**config.mk**
```make
export PLATFORM = sky130hd
export DESIGN_NAME = register_file_write_bank
export DESIGN_NICKNAME = d
export VERILOG_FILES = /design/src/rtl/register_file_write_bank.sv
export SDC_FILE = /design/constraint.sdc
export NUM_CORES = 1
export LEC_CHECK = 0
export ABC_AREA = 1
export CORE_AREA = 2 2 463 465
export DETAILED_ROUTE_END_ITERATION = 12
export DIE_AREA = 0 0 465 467
export SLEW_MARGIN = 20
export SYNTH_ARGS = -nofsm -noshare
export SYNTH_HDL_FRONTEND = slang
export SYNTH_SLANG_ARGS = --single-unit
```
**constraint.sdc**
```tcl
create_clock -name clk -period 4.2 [get_ports clk]
set_input_delay 0.84 -clock clk [delete_from_list [all_inputs] [get_ports clk]]
set_output_delay 0.84 -clock clk [all_outputs]
set_load 0.02 [all_outputs]
```
**src/rtl/register_file_write_bank.sv**
```systemverilog
// Write side of the 32-entry RISC-V integer register file: one-hot write decode,
// x1..x31 storage (x0 hardwired to zero) and write-tracking state for debug/trace.
module register_file_write_bank #(
   parameter int N     = 32,
   parameter int CNT_W = 16
) (
   input  logic               clk,
   input  logic               reset,
   input  logic               Reg_Write,
   input  logic [4:0]         Write_Register,
   input  logic [N-1:0]       Write_Data,
   input  logic               Clear_Dirty,
   output logic [31:0]        Write_Enable,
   output logic [32*N-1:0]    Reg_Array,
   output logic [31:0]        Dirty_Mask,
   output logic [4:0]         Last_Write_Register,
   output logic [N-1:0]       Last_Write_Data,
   output logic [CNT_W-1:0]   Commit_Count,
   output logic               Zero_Write_Flag
);

   localparam logic [CNT_W-1:0] CNT_MAX = {CNT_W{1'b1}};

   logic [N-1:0]     regs_r [1:31];
   logic [31:0]      we_s;
   logic             commit_s;
   logic             zero_write_s;
   logic [31:0]      dirty_r;
   logic [31:0]      dirty_nxt_s;
   logic [4:0]       last_reg_r;
   logic [N-1:0]     last_data_r;
   logic [CNT_W-1:0] cnt_r;
   logic [CNT_W-1:0] cnt_nxt_s;
   logic             zero_flag_r;
   logic [32*N-1:0]  reg_array_s;

   // One-hot decode of the write-back address; x0 never gets an enable.
   always_comb begin
      we_s = 32'd0;
      for (int k = 1; k < 32; k++) begin
         if (Reg_Write && (Write_Register == 5'(k))) begin
            we_s[k] = 1'b1;
         end else begin
            we_s[k] = 1'b0;
         end
      end
   end

   assign commit_s     = Reg_Write && (Write_Register != 5'd0);
   assign zero_write_s = Reg_Write && (Write_Register == 5'd0);

   // Next-state for the dirty mask and saturating commit counter.
   always_comb begin
      dirty_nxt_s = dirty_r;
      cnt_nxt_s   = cnt_r;
      if (Clear_Dirty) begin
         dirty_nxt_s = 32'd0;
      end else begin
         dirty_nxt_s = dirty_r;
      end
      // A write in the same cycle as a clear keeps its own bit set.
      dirty_nxt_s = dirty_nxt_s | we_s;
      if (commit_s && (cnt_r != CNT_MAX)) begin
         cnt_nxt_s = cnt_r + CNT_W'(1);
      end else begin
         cnt_nxt_s = cnt_r;
      end
   end

   // Register storage for x1..x31.
   always_ff @(posedge clk) begin
      if (!reset) begin
         for (int k = 1; k < 32; k++) begin
            regs_r[k] <= '0;
         end
      end else begin
         for (int k = 1; k < 32; k++) begin
            if (we_s[k]) begin
               regs_r[k] <= Write_Data;
            end else begin
               regs_r[k] <= regs_r[k];
            end
         end
      end
   end

   // Write-tracking state: dirty mask, last write, commit count, x0-write pulse.
   always_ff @(posedge clk) begin
      if (!reset) begin
         dirty_r     <= 32'd0;
         last_reg_r  <= 5'd0;
         last_data_r <= '0;
         cnt_r       <= '0;
         zero_flag_r <= 1'b0;
      end else begin
         dirty_r     <= dirty_nxt_s;
         cnt_r       <= cnt_nxt_s;
         zero_flag_r <= zero_write_s;
         if (commit_s) begin
            last_reg_r  <= Write_Register;
            last_data_r <= Write_Data;
         end else begin
            last_reg_r  <= last_reg_r;
            last_data_r <= last_data_r;
         end
      end
   end

   // Flatten storage onto the read-mux bus with the x0 slice tied to zero.
   always_comb begin
      reg_array_s = '0;
      for (int k = 1; k < 32; k++) begin
         reg_array_s[k*N +: N] = regs_r[k];
      end
   end

   assign Write_Enable        = we_s;
   assign Reg_Array           = reg_array_s;
   assign Dirty_Mask          = dirty_r;
   assign Last_Write_Register = last_reg_r;
   assign Last_Write_Data     = last_data_r;
   assign Commit_Count        = cnt_r;
   assign Zero_Write_Flag     = zero_flag_r;

endmodule
```
### After elaboration in Yosys (flattened, before gate mapping)

Memories as Yosys holds them, arrays and structs flattened.
Index checks and enable logic that the tools add are counted.
W data, S select, Z words.

* shift-type cells: 0
* muxes and demuxes: 281
* bitwise gates (word level): 63
* equality and inequality tests: 32
* divide/modulo/power cells: 0
* $lt $le $gt $ge: 0
* add/sub/neg operators: 1
* reduce and logical (&&, ||, !) cells: 36
* multipliers: 0

Operators with widths (count)
* $mux W32: 63
* $mux W1: 218
* $eq A5 B5 Y1 const B: 16
* $or A1 B1 Y1: 62
* $eq A5 B4 Y1 const B: 8
* $logic_and A1 B1 Y1: 34
* $or A32 B32 Y32: 1
* $eq A5 B3 Y1 const B: 4
* $add A16 B1 Y16 const B: 1
* $ne A16 B16 Y1 const B: 1
* $eq A5 B2 Y1 const B: 2
* $eq A5 B1 Y1 const B: 1
* $logic_not A5 Y1: 1
* $reduce_bool A5 Y1: 1

* bits of input ports: 41
* bits in read-only memories: 0
* word-level logic and storage cells: 419
* RAM bits: 992
* register bits: 86
* memories kept: 1
* output and inout port bits: 1142
* bits in latches: 0

Memory list
* regs_r: words 31, bits a word 32, rd ports 31, clocked after Yosys merged registers in 0, write ports 31, line 24 `logic [N-1:0] regs_r [1:31];`

### Depth between registers and ports, before layout

Gate-level depths: netlist (run 1).

* word-level depth: 8
* depth in mapped cells: 9
* gate-level depth less buffers: 9

### Worst setup path before layout (run 1)

OpenSTA, ideal clock, no wires.

* kind: input port to flip-flop
* start: in Write_Register[4]
* end: reg regs_r[0][288] (netlist name)
* data required time: 3.734 ns
* library setup time: 0.466 ns
* slack: 0.081 ns
* data arrival time: 3.653 ns
* cell stages on the path: 5
* buffers on the path: 2
* cell sequence: inv_1 -> nand2_2 -> buf_2 -> clkbuf_1 -> o21ai_0

RTL lines
* from (decl): line 10 `input logic [4:0] Write_Register,`

### Worst setup path after layout (run 1)

* start: in Write_Register[2]
* end: out Write_Enable[6]

* longest elaborated chain between the ends: 3

RTL lines
* $eq A5 B3 Y1: line 41 `if (Reg_Write && (Write_Register == 5'(k))) begin`
* $logic_and A1 B1 Y1: line 41
* $mux W1: line 41
* to (decl): line 13 `output logic [31:0] Write_Enable,`

No other way between the ends.

==> qor.csv, run 1 <==
metric,value,unit
Tot Pwr,26.3,mW
register bit count reported by yosys,1077,
crit-path max cell delay,0.63,ns
endpoints failing hold,0,
overall fraction of global-route tracks in use,16.8,%
clock buffers created by TritonCTS,115,
category of the worst setup path capture point,output pin,
worst slew margin relative to its limit,22.1,%
routed wirelength normalized by instance count,27.6,um
setup tns final,0,ns
count of TritonRoute iterations in the first routing pass,5,
Worst Hold Depth,2,
power density normalized to cell area,449,mW/mm2
Hold Slack,0.470,ns
critical path launch point,Write_Register[2],
GR met2 Demand/Resource,27.7,%
later-pin clock latency in the skew report,0.70,ns
footprint of the flip-flops and latches,0.0315,mm2
worst-case clock skew,0.00535,ns
post-route standard cell area excluding fillers,0.0585,mm2
RSZ-0062 raised after global routing,false,
Max IR drop VDD,0.000350,V
reported max-cap violation count,0,
final max-slew violation count,0,
Least-Margin Pin Slew,1.17,ns
R2R depth,7,
number of hold buffers added after cts,0,
crit-path cells,clkdlybuf4s50_1 > inv_1 > nor2_1 > nand2_1 > nor2_2 > clkdlybuf4s50_1,
CP Launch Type,primary input,
final critical delay including setup and external delays,3.68,ns
Worst Setup Path Type,primary input to output pin,
antenna violations before repair,21,
highest-delay cell along the critical path,sky130_fd_sc_hd__clkdlybuf4s50_1,
most used routing layer,met2,
die extent in x,465,um
post-synthesis cell type count,29,
DIE AREA,0.217,mm2
Hold Path End,Dirty_Mask[9],
DR vias/cell,4.03,
filler cell count,21511,
DRT Wirelength,190,mm
Tightest Hold Check Type,flop to flop,
area taken by multi-input logic gates,0.00614,mm2
total clock sinks,1077,
number of nets in the layout,3989,
Worst R2R Start,Commit_Count[1],
Max Clock Freq,0.272,GHz
number of nets with antenna violations after detailed routing,0,
Mapped Avg Cell Area,14.1,um2
final setup vio count,0,
global routing usage on met3,5.29,%
clock transition at the register clock pins on the worst setup and hold paths after CTS,0.06,ns
TritonCTS clock tree,built,
fraction of layout instances using a drive strength above 1,12.5,%
Crit path required time,3.36,ns
largest net degree at the start of global routing,47,
CP arrival,2.84,ns
gate count of the mapped netlist,2764,
reg-to-reg endpoint,Commit_Count[2],
initial core utilization,18.3,%
half-perimeter wire length after detailed placement,134,mm
leakage power,20.6,nW
synth warn,0,
"commonest cells after routing, fill and taps aside","sky130_fd_sc_hd__clkdlybuf4s50_1 (1122), sky130_fd_sc_hd__nor2_1 (1057), sky130_fd_sc_hd__edfxtp_1 (992), sky130_fd_sc_hd__buf_4 (120), sky130_fd_sc_hd__clkbuf_16 (117)",
number of top-level design ports,1183,
slack of the worst reg-to-reg path,2.35,ns
Die Y,467,um
DR iter-0 viols,3191,
core footprint,0.212,mm2
post-place instance area,0.0546,mm2
most used cell along the critical path,sky130_fd_sc_hd__clkdlybuf4s50_1,
"commonest non-fill, non-tap cell in the layout",sky130_fd_sc_hd__clkdlybuf4s50_1,
number of remaining DRC errors,0,
part of the Yosys area used for sequential elements,81.1,%
clk root buf,sky130_fd_sc_hd__clkbuf_16,
result of the run,finished clean,
Max Root-Sink Buffers,3,
routed vias,27759,
"Area growth, synth to finish",50.6,%
highest net fanout along the worst path,5,
overflow left after global routing,0,
via count of the first global-routing pass,27292,
post-synthesis cell area,0.0388,mm2
count of instances resized after the clock tree is built,0,
startpoint of the tightest hold check path,Dirty_Mask[9],
GR Layer Usage met1,20.4,%
Cell Rows,169,
Final Wtd Congestion,0.849,
IO Port Bufs,1148,
Post-CTS Setup Inserts,0,
Clock H-tree levels,3,
period utilisation layout,87.6,%
first-pass GRT wire length,247,mm
## layer usage
layer | routed length (um) | up-vias
met5 | 26 | -
met4 | 7790 | 4
met3 | 20700 | 295
met2 | 89000 | 1934
met1 | 72700 | 13858
li1 | - | 11668
## cell usage after synthesis, drive strengths merged
master,n,area (um2)
a211oi,36,310
a21oi,9,45.0
a31oi,4,25.0
buf,141,983
clkbuf,114,428
conb,1,3.75
dfxtp,85,1700
edfxtp,992,29800
ha,1,12.5
inv,90,338
nand2,87,372
nand3,18,90.1
nand3b,1,7.51
nand4,4,25.0
nor2,1111,4350
nor3,4,25.0
o21ai,64,320
or2,1,6.26
xor2,1,8.76
## power breakdown
group / internal, mW / switching (mW) / total [mW]
Sequential: 12.3 / 0.204 / 12.5
Clock: 5.99 / 4.57 / 10.6
Combinational: 1.14 / 2.11 / 3.25
## worst max-delay path by stage
stage / to / cells after the start / slack [ns]
global placement: Write_Enable[31] / 6 / 0.48
CTS: Write_Enable[7] / 6 / 0.55
global route: Write_Enable[6] / 6 / 0.47
finish: Write_Enable[6] / 6 / 0.52
detailed placement: Write_Enable[7] / 6 / 0.56
floorplan: regs_r[0][288] / 5 / 0.08
## final cells by class
| cell class | count | area share (%) |
|---|---|---|
| Clock buffer | 159 | 5.41 |
| Timing Repair Buffer | 1288 | 22.3 |
| Inverter | 90 | 0.595 |
| Antenna cell | 11 | 0.0471 |
| Multi-Input combinational cell | 1375 | 10.5 |
| Sequential cell | 1077 | 53.8 |
| Clock inverter | 60 | 1.26 |
| Tap cell | 2821 | 6.04 |
## stage by stage
step	setup slack, ns	std cells	utilization, %
floorplan	0.0815	2797	-
global placement	0.478	6651	25.8
detailed placement	0.559	6651	25.8
CTS	0.554	6870	27.6
global route	0.466	6872	27.6
finish	0.523	6881	27.6
## logic make-up after synthesis
family          share of synthesized area, %
compound gates                          1.80
simple gates                            12.5
other cells                          0.00966
xor+xnor                              0.0226
buf+inv                                 4.50
fa+ha+maj                             0.0322
flops                                   81.1
## critical path: cells and delay by family
family                 cells  cell delay (ns)
buffers and inverters      3             1.35
AND/OR/NAND/NOR            3             0.65
## registers in the layout (all words and copies together), names as in the netlist
register and count:
Commit_Count 16, Dirty_Mask 31, Last_Write_Data 32, Last_Write_Register 5, Zero_Write_Flag 1, regs_r 992
(Power assumes the default switching activity.)
==> run 2, diff against run 1 <==
--- a/config.mk
+++ b/config.mk
@@ -9,6 +9,7 @@
 export CORE_AREA = 2 2 463 465
 export DETAILED_ROUTE_END_ITERATION = 12
 export DIE_AREA = 0 0 465 467
+export HOLD_SLACK_MARGIN = 0.15
 export SLEW_MARGIN = 20
 export SYNTH_ARGS = -nofsm -noshare
 export SYNTH_HDL_FRONTEND = slang
==> results of run 2 <==
Final layout, timing and power as in run 1 (identical DEF).
==> run 3, diff against run 2 <==
--- a/config.mk
+++ b/config.mk
@@ -6,6 +6,7 @@
 export NUM_CORES = 1
 export LEC_CHECK = 0
 export ABC_AREA = 1
+export CAP_MARGIN = 40
 export CORE_AREA = 2 2 463 465
 export DETAILED_ROUTE_END_ITERATION = 12
 export DIE_AREA = 0 0 465 467
==> qor.csv, run 3 (synthesized netlist as in run 1, its figures left out) <==
metric,value,unit,change
total clock sinks,1077,,unchanged
DR iter-0 viols,3258,,was 3191
count of TritonRoute iterations in the first routing pass,5,,unchanged
final standard cell utilization of the core,27.7,%,was 27.6%
initial core utilization,18.3,%,unchanged
Final Wtd Congestion,0.849,,unchanged
largest net degree at the start of global routing,47,,unchanged
number of hold buffers added after cts,0,,unchanged
overflow left after global routing,0,,unchanged
Worst Setup Path Type,primary input to output pin,,unchanged
die extent in x,465,um,unchanged
CP arrival,2.83,ns,was 2.84 ns
later-pin clock latency in the skew report,0.73,ns,was 0.70 ns
Gate power share,12.5,%,was 12.4%
clock transition at the register clock pins on the worst setup and hold paths after CTS,0.07,ns,was 0.06 ns
Least-Margin Pin Slew,0.808,ns,was 1.17 ns
setup tns final,0,ns,unchanged
relative contribution of sequential cells to total power,47.6,%,was 47.5%
number of nets with antenna violations after detailed routing,0,,unchanged
result of the run,finished clean,,unchanged
clock buffers created by TritonCTS,114,,was 115
routed vias,27770,,was 27759
worst-case clock skew,0.00278,ns,was 0.00535 ns
reported max-cap violation count,0,,unchanged
Cell Rows,169,,unchanged
design internal power,19.3,mW,was 19.4 mW
"Area growth, synth to finish",51.0,%,was 50.6%
Post-CTS Setup Inserts,0,,unchanged
worst slew margin relative to its limit,46.0,%,was 22.1%
crit path capture,Write_Enable[31],,was Write_Enable[6]
Clock H-tree levels,3,,unchanged
Max Clock Freq,0.273,GHz,was 0.272 GHz
number of remaining DRC errors,0,,unchanged
RSZ-0062 raised after global routing,false,,unchanged
post-place instance area,0.0547,mm2,was 0.0546 mm2
Crit path required time,3.36,ns,about the same
number of top-level design ports,1183,,unchanged
final max-slew violation count,0,,unchanged
CP Launch Type,primary input,,unchanged
crit-path cells,clkdlybuf4s50_1 > nand2_1 > nor2_1 > inv_1 > nor2_1 > clkdlybuf4s50_1,,was clkdlybuf4s50_1 > inv_1 > nor2_1 > nand2_1 > nor2_2 > clkdlybuf4s50_1
core footprint,0.212,mm2,unchanged
crit-path max cell delay,0.65,ns,was 0.63 ns
overall fraction of global-route tracks in use,16.8,%,about the same
number of nets in the layout,3998,,was 3989
clk root buf,sky130_fd_sc_hd__clkbuf_16,,unchanged
Max Root-Sink Buffers,3,,unchanged
DIE AREA,0.217,mm2,unchanged
DRT Wirelength,190,mm,about the same
routed wirelength normalized by instance count,27.6,um,about the same
clock power share,40.0,%,was 40.2%
final critical delay including setup and external delays,3.67,ns,was 3.68 ns
Tightest Hold Check Type,flop to flop,,unchanged
reg-to-reg endpoint,Commit_Count[2],,unchanged
category of the worst setup path capture point,output pin,,unchanged
leakage power,20.7,nW,was 20.6 nW
Die Y,467,um,unchanged
count of instances resized after the clock tree is built,0,,unchanged
half-perimeter wire length after detailed placement,135,mm,was 134 mm
flip-flop count of the largest register after layout,992,,unchanged
highest-delay cell along the critical path,sky130_fd_sc_hd__clkdlybuf4s50_1,,unchanged
DR vias/cell,4.04,,was 4.03
slack of the worst reg-to-reg path,2.36,ns,was 2.35 ns
via count of the first global-routing pass,27165,,was 27292
TritonCTS clock tree,built,,unchanged
largest register by flop count,regs_r,,unchanged
"commonest non-fill, non-tap cell in the layout",sky130_fd_sc_hd__clkdlybuf4s50_1,,unchanged
post-route standard cell area excluding fillers,0.0586,mm2,was 0.0585 mm2
fraction of power spent switching nets,26.2,%,about the same
first-pass GRT wire length,247,mm,about the same
"commonest cells after routing, fill and taps aside","sky130_fd_sc_hd__clkdlybuf4s50_1 (1122), sky130_fd_sc_hd__nor2_1 (1057), sky130_fd_sc_hd__edfxtp_1 (992), sky130_fd_sc_hd__buf_4 (120), sky130_fd_sc_hd__clkbuf_16 (114)",,"was sky130_fd_sc_hd__clkdlybuf4s50_1 (1122), sky130_fd_sc_hd__nor2_1 (1057), sky130_fd_sc_hd__edfxtp_1 (992), sky130_fd_sc_hd__buf_4 (120), sky130_fd_sc_hd__clkbuf_16 (117)"
net switching power figure,6.88,mW,about the same
endpoints failing hold,0,,unchanged
R2R depth,7,,unchanged
IO Port Bufs,1148,,unchanged
Max IR drop VDD,0.000349,V,was 0.000350 V
antenna violations before repair,17,,was 21
critical path launch point,Write_Register[3],,was Write_Register[2]
period utilisation layout,87.3,%,was 87.6%
Worst R2R Start,Commit_Count[1],,unchanged
startpoint of the tightest hold check path,Dirty_Mask[26],,was Dirty_Mask[9]
power density normalized to cell area,447,mW/mm2,was 449 mW/mm2
final setup vio count,0,,unchanged
fraction of layout instances using a drive strength above 1,12.8,%,was 12.5%
highest net fanout along the worst path,6,,was 5
-- run 3: cell types whose count changed in the layout (fill, tap and decap cells not counted), sizes merged --
cell | before | now
clkinv | 48 | 50
buf | 166 | 176
diode | 11 | 6
bufinv | 11 | 12
clkbuf | 159 | 149
clkinvlp | 3 | 6
-- run 3: final cells by class --
| cell class | instances | area [um2] |
|---|---|---|
| multi-input combinational | 1375 | 6140 |
| fill | 21400 | 153000 |
| clock buffer | 149 | 3050 |
| timing repair buffer | 1298 | 13200 |
| tap | 2821 | 3530 |
| clock inverter | 66 | 813 |
| sequential | 1077 | 31500 |
| antenna | 6 | 15.0 |
| inverter | 90 | 348 |
-- run 3: worst min-delay path by stage --
stage	to	slack, ns	depth (start not counted)
after floorplan	Last_Write_Register[4]	0.54	2
after global placement	Dirty_Mask[3]	0.46	2
after detailed placement	Dirty_Mask[3]	0.46	2
after CTS	Dirty_Mask[26]	0.47	2
after global routing	Dirty_Mask[26]	0.48	2
final	Dirty_Mask[26]	0.47	2
-- run 3: per-layer routing --
layer	vias up	track usage [%]	routed length [um]
li1	11651	-	-
met1	13940	20.3	72700
met2	1894	27.5	89500
met3	281	5.52	20400
met4	4	6.76	7250
met5	-	0	30
-- run 3: power groups by stage --
stage                     logic [mW]  registers [mW]  clock network, mW
after CTS                       3.31            12.5               10.7
after detailed placement        3.30            12.7                  0
after floorplan                0.467            13.5                  0
final                           3.27            12.5               10.5
after global routing            3.37            12.5               11.1
after global placement          3.28            12.7                  0
-- run 3: stage by stage --
stage / power, mW / hold slack (ns) / cells / worst slack (ns)
2_1_floorplan: 14.0 / 0.536 / 2797 / 0.0815
6_report: 26.2 / 0.472 / 6882 / 0.532
3_3_place_gp: 16.0 / 0.457 / 6651 / 0.478
5_1_grt: 27.0 / 0.483 / 6878 / 0.409
4_1_cts: 26.5 / 0.470 / 6875 / 0.553
3_5_place_dp: 16.0 / 0.459 / 6660 / 0.552
-- run 3: critical path: cells and delay by family --
family / cells / cell delay [ns]
buffers and inverters: 3 / 1.45
and+or+nand+nor: 3 / 0.54
